==> config.mk <==
export PLATFORM = sky130hd
export DESIGN_NAME = data_mem_stage
export DESIGN_NICKNAME = d
export VERILOG_FILES = /design/src/rtl/data_mem_stage.sv
export SDC_FILE = /design/constraint.sdc
export NUM_CORES = 1
export LEC_CHECK = 0
export CAP_MARGIN = 20
export CELL_PAD_IN_SITES_DETAIL_PLACEMENT = 1
export CELL_PAD_IN_SITES_GLOBAL_PLACEMENT = 2
export CORE_MARGIN = 4
export CORE_UTILIZATION = 15
export DETAILED_ROUTE_END_ITERATION = 12
export PLACE_DENSITY_LB_ADDON = 0.1
export RECOVER_POWER = 100
export SYNTH_ARGS = -nofsm -noshare
export SYNTH_HDL_FRONTEND = slang
export SYNTH_SLANG_ARGS = --single-unit
==> constraint.sdc <==
create_clock -name clk -period 1.6 [get_ports clk]
set_clock_uncertainty 0.05 [all_clocks]
set_input_delay 0.24 -clock clk [delete_from_list [all_inputs] [get_ports clk]]
set_output_delay 0.24 -clock clk [all_outputs]
set_load 0.02 [all_outputs]
==> src/rtl/data_mem_stage.sv <==
// Memory-access stage: drives the synchronous data RAM; stores and non-memory ops pass in 1 cycle.
// Loads hold the pipeline (stall) for RAM_LAT+1 cycles and occupy the stage for RAM_LAT+2 cycles.
module data_mem_stage #(
    parameter int DATA_W     = 16,
    parameter int DEPTH      = 4096,
    parameter int RAM_ADDR_W = 12,
    parameter int RAM_LAT    = 1
) (
    input  logic                  clk,
    input  logic                  rst,
    input  logic                  req_valid,
    input  logic                  mm,
    input  logic                  wme,
    input  logic [DATA_W-1:0]     addr,
    input  logic [DATA_W-1:0]     wdata,
    input  logic                  flush,
    output logic [RAM_ADDR_W-1:0] ram_addr,
    output logic [DATA_W-1:0]     ram_wdata,
    output logic                  ram_wren,
    input  logic [DATA_W-1:0]     ram_q,
    output logic                  stall,
    output logic [DATA_W-1:0]     rdata,
    output logic                  rdata_valid,
    output logic                  addr_err
);

    typedef enum logic [1:0] {
        IDLE,
        WAIT,
        DONE
    } state_t;

    localparam int                CNT_W   = 2;
    localparam logic [CNT_W-1:0]  LAT_C   = CNT_W'(RAM_LAT);
    localparam logic [DATA_W:0]   DEPTH_X = (DATA_W + 1)'(DEPTH);

    state_t              state_q, state_d;
    logic [CNT_W-1:0]    cnt_q, cnt_d;
    logic [DATA_W-1:0]   rdata_q, rdata_d;
    logic                rvalid_q, rvalid_d;
    logic                aerr_q, aerr_d;

    logic ld;
    logic st;
    logic oob;
    logic wren_c;
    logic stall_c;

    assign ld  = req_valid & mm & ~wme & ~flush;
    assign st  = req_valid & mm & wme & ~flush;
    // Extra top bit keeps the compare correct even when DEPTH spans the full address range.
    assign oob = ({1'b0, addr} >= DEPTH_X);

    assign ram_addr  = addr[RAM_ADDR_W-1:0];
    assign ram_wdata = wdata;

    always_comb begin
        state_d  = state_q;
        cnt_d    = cnt_q;
        rdata_d  = rdata_q;
        rvalid_d = 1'b0;
        aerr_d   = 1'b0;
        wren_c   = 1'b0;
        stall_c  = 1'b0;
        case (state_q)
            IDLE: begin
                if (st) begin
                    wren_c = ~oob;
                    aerr_d = oob;
                end else if (ld) begin
                    if (oob) begin
                        rdata_d  = '0;
                        rvalid_d = 1'b1;
                        aerr_d   = 1'b1;
                    end else begin
                        stall_c = 1'b1;
                        state_d = WAIT;
                        cnt_d   = CNT_W'(1);
                    end
                end
            end
            WAIT: begin
                stall_c = 1'b1;
                if (flush) begin
                    state_d = IDLE;
                    cnt_d   = '0;
                end else if (cnt_q == LAT_C) begin
                    rdata_d  = ram_q;
                    rvalid_d = 1'b1;
                    state_d  = DONE;
                    cnt_d    = '0;
                end else begin
                    cnt_d = cnt_q + CNT_W'(1);
                end
            end
            DONE: begin
                // Writeback samples rdata at this edge; the next request is seen in IDLE.
                state_d = IDLE;
            end
            default: begin
                state_d = IDLE;
                cnt_d   = '0;
            end
        endcase
    end

    always_ff @(posedge clk or posedge rst) begin
        if (rst) begin
            state_q  <= IDLE;
            cnt_q    <= '0;
            rdata_q  <= '0;
            rvalid_q <= 1'b0;
            aerr_q   <= 1'b0;
        end else begin
            state_q  <= state_d;
            cnt_q    <= cnt_d;
            rdata_q  <= rdata_d;
            rvalid_q <= rvalid_d;
            aerr_q   <= aerr_d;
        end
    end

    // Gated by rst so the strobes drop the moment reset asserts, even with a load still presented.
    assign ram_wren    = wren_c & ~rst;
    assign stall       = stall_c & ~rst;
    assign rdata       = rdata_q;
    assign rdata_valid = rvalid_q;
    assign addr_err    = aerr_q;

endmodule

==> flow_summary.json <==
{
  "status": "finished with violations",
  "violations": "setup timing",
  "clockRootBuffer": "clkbuf_8",
  "start_util_pct": 15.5,
  "yosysWarnings": 0,
  "slew_headroom_pct": 68.7,
  "wl_um": 3910,
  "first_global_vias": 1149,
  "dpl.hpwl_um": 2890,
  "numCtsBuffers": 3,
  "vias": 975,
  "die_w_um": 97.9,
  "grt.overflow.total": 0,
  "syn_area_um2": 1210,
  "async_reset_ff_share_pct": 100,
  "fin_crit_sh_pct": 102,
  "period_minus_slack_ns": 1.63,
  "hold_path_depth": 4,
  "hold_ws_ns": 0.348,
  "max_cap_violations": 0,
  "fp.coreArea_um2": 7810,
  "die_y_um": 97.9,
  "tightest_slew_ns": 0.469,
  "r2r-start": "state_q[1]",
  "worst_path_largest_cell_delay_ns": 0.40,
  "critPathKind": "flip-flop to primary output",
  "nNetsFinal": 203,
  "synthMostInstantiatedCell": "buf_4",
  "reg2reg_depth": 6,
  "worstHoldEndpoint": "addr_err",
  "htree_levels": 1,
  "synth_edf_count": 0,
  "avgSynthCellArea_um2": 10.9,
  "clk_path_buf_depth": 2,
  "fill_cells": 903,
  "rrSetupSlack_ns": -0.02,
  "yosys.area.top_type_share_pct": 45.5,
  "p_total_w": 0.00132,
  "clock-sinks": 22,
  "grt_max_degree": 23,
  "drc": 0,
  "critPathMaxFanout": 2,
  "crit_required_ns": 1.31,
  "syn_nets": 165,
  "dieArea_um2": 9580,
  "antenna_found_initial": 0,
  "clk_pin_slew_worst_paths_ns": 0.09,
  "gp_congestion": 0.688,
  "grt_setup_unrepaired": "yes",
  "synth_top_area_cell": "dfrtp_1",
  "antenna_left": 0,
  "ys_types": 26,
  "antenna_cells": 0,
  "cp-startpoint": "state_q[1]",
  "post-place-cells": 241,
  "numPortBuffers": 45,
  "ys_seq_area_share_pct": 45.5,
  "place_ws_ns": -0.790,
  "routedWlPerCell_um": 15.6,
  "drt_iter0_drc": 11,
  "cellPowerDensity_nw_per_um2": 719,
  "worst_setup_path_end_kind": "primary output",
  "finalSetupViolCount": 8,
  "grt_usage_pct": 8.31,
  "hold_viol_final": 0,
  "holdCritStartpoint": "addr[12]",
  "leakage_nw": 0.766,
  "fin_area_um2": 1830,
  "arrival_ns": 1.34,
  "syn-instance-count": 111,
  "dr.pass1.iters": 2,
  "cp_slowest_cell": "dfrtp_1",
  "rr_endpoint": "rdata[14]",
  "grt_pass1_wl_um": 6350,
  "rows": 32,
  "clock_latency_ns": 0.26,
  "areaGrowthSynthToFinish_pct": 51.2,
  "max_clock_freq_mhz": 612,
  "layoutNonFillerInstCount": 250,
  "crit_path_start_kind": "flip-flop",
  "place_area_um2": 1680,
  "viasPerCell": 3.90,
  "crit_chain": "nand4bb_1, or2_4, nor2_4, buf_6",
  "ys.flop_type": "dfrtp_1",
  "synth-seq-cells": 22,
  "hp-class": "primary input to flip-flop",
  "synthTopCellsByCount": "buf_4 (28), dfrtp_1 (22), o2bb2ai_1 (16), o21ai_0 (12), o21ai_1 (4)",
  "setup_slack_ns": -0.0343,
  "drive_gt1_share_pct": 33.1,
  "cts_tree": "yes",
  "synth_area_leaders": "dfrtp_1 (45%), buf_4 (17%), o2bb2ai_1 (12%)",
  "maxSlewViolCount": 0,
  "io_pins": 102,
  "vdd_drop_max_mv": 0.282
}
-- per-layer routing --
metal  global-route usage, %  routed length, um  share of wire, %
met4                    2.88                 67               1.7
met2                    13.6               1830                47
met1                    10.1               1700                44
met3                    3.07                310               7.9
met5                       0                  0                 0
-- sequential cells by signal, indices dropped and copies added (netlist names) --
register / count
rdata_valid: 1
cnt_q: 2
state_q: 2
addr_err: 1
rdata: 16
-- critical path, delay by kind of cell, from the launching register on --
kind	cells	cell delay [ns]
buffers and inverters	1	0.12
DFF	1	0.40
and+or+nand+nor	3	0.56
-- repair_timing --
action	CTS	global route
pin swaps	6	1
endpoints found under the setup margin	20	21
hold buffers	0	0
buffers inserted	5	1
resized for setup	45	12
-- worst max-delay path by stage --
stage | endpoint | slack (ns) | cells after the start
2_1_floorplan | stall | 0.07 | 3
3_3_place_gp | stall | -0.76 | 6
3_5_place_dp | stall | -0.79 | 6
4_1_cts | ram_wren | -0.04 | 4
5_1_grt | ram_wren | -0.11 | 4
6_report | ram_wren | -0.03 | 4
-- per-stage QoR --
stage | setup TNS, ns | util, %
2_1_floorplan | 0 | -
3_3_place_gp | -9.16 | 21.5
3_5_place_dp | -9.00 | 21.5
4_1_cts | -0.255 | 23.1
5_1_grt | -1.13 | 23.5
6_report | -0.126 | 23.5
-- cell families (layout without fill, tap and decap cells) --
family / Yosys count / in the layout / share of synthesized area [%]
AO/OA/AOI/OAI: 38 / 38 / 21.2
flip-flops: 22 / 22 / 45.5
buffers and inverters: 36 / 73 / 22.2
AND/OR/NAND/NOR: 15 / 15 / 11.2
-- layout make-up --
cell class | count | area, um2 | area share, %
repair buffers | 67 | 606 | 33.1
well taps | 102 | 128 | 6.97
multi-input cells | 53 | 469 | 25.6
clock buffers | 3 | 41.3 | 2.25
inverters | 2 | 7.51 | 0.410
clock inverters | 1 | 30.0 | 1.64
flip-flops and latches | 22 | 551 | 30.1
-- cells in the final DEF, fill, tap and decap left out, types with 2 or more instances in the layout --
cell,instances
clkbuf_2,2
o21ai_1,6
nor4_4,2
clkbuf_8,3
buf_12,2
inv_1,2
o2bb2ai_2,6
buf_2,6
clkdlybuf4s50_1,32
clkbuf_1,2
o2bb2ai_1,10
o22ai_1,2
buf_6,4
nand3b_1,2
o21ai_0,10
buf_4,15
dfrtp_1,22
-- power breakdown --
part | total (W) | internal [W] | leakage [nW] | switching (W)
clock | 0.000526 | 0.000334 | 0.0357 | 0.000192
sequential | 0.000578 | 0.000569 | 0.305 | 0.00000948
combinational | 0.000211 | 0.000101 | 0.425 | 0.000110
Note: power is estimated with default switching activity, not from simulation.
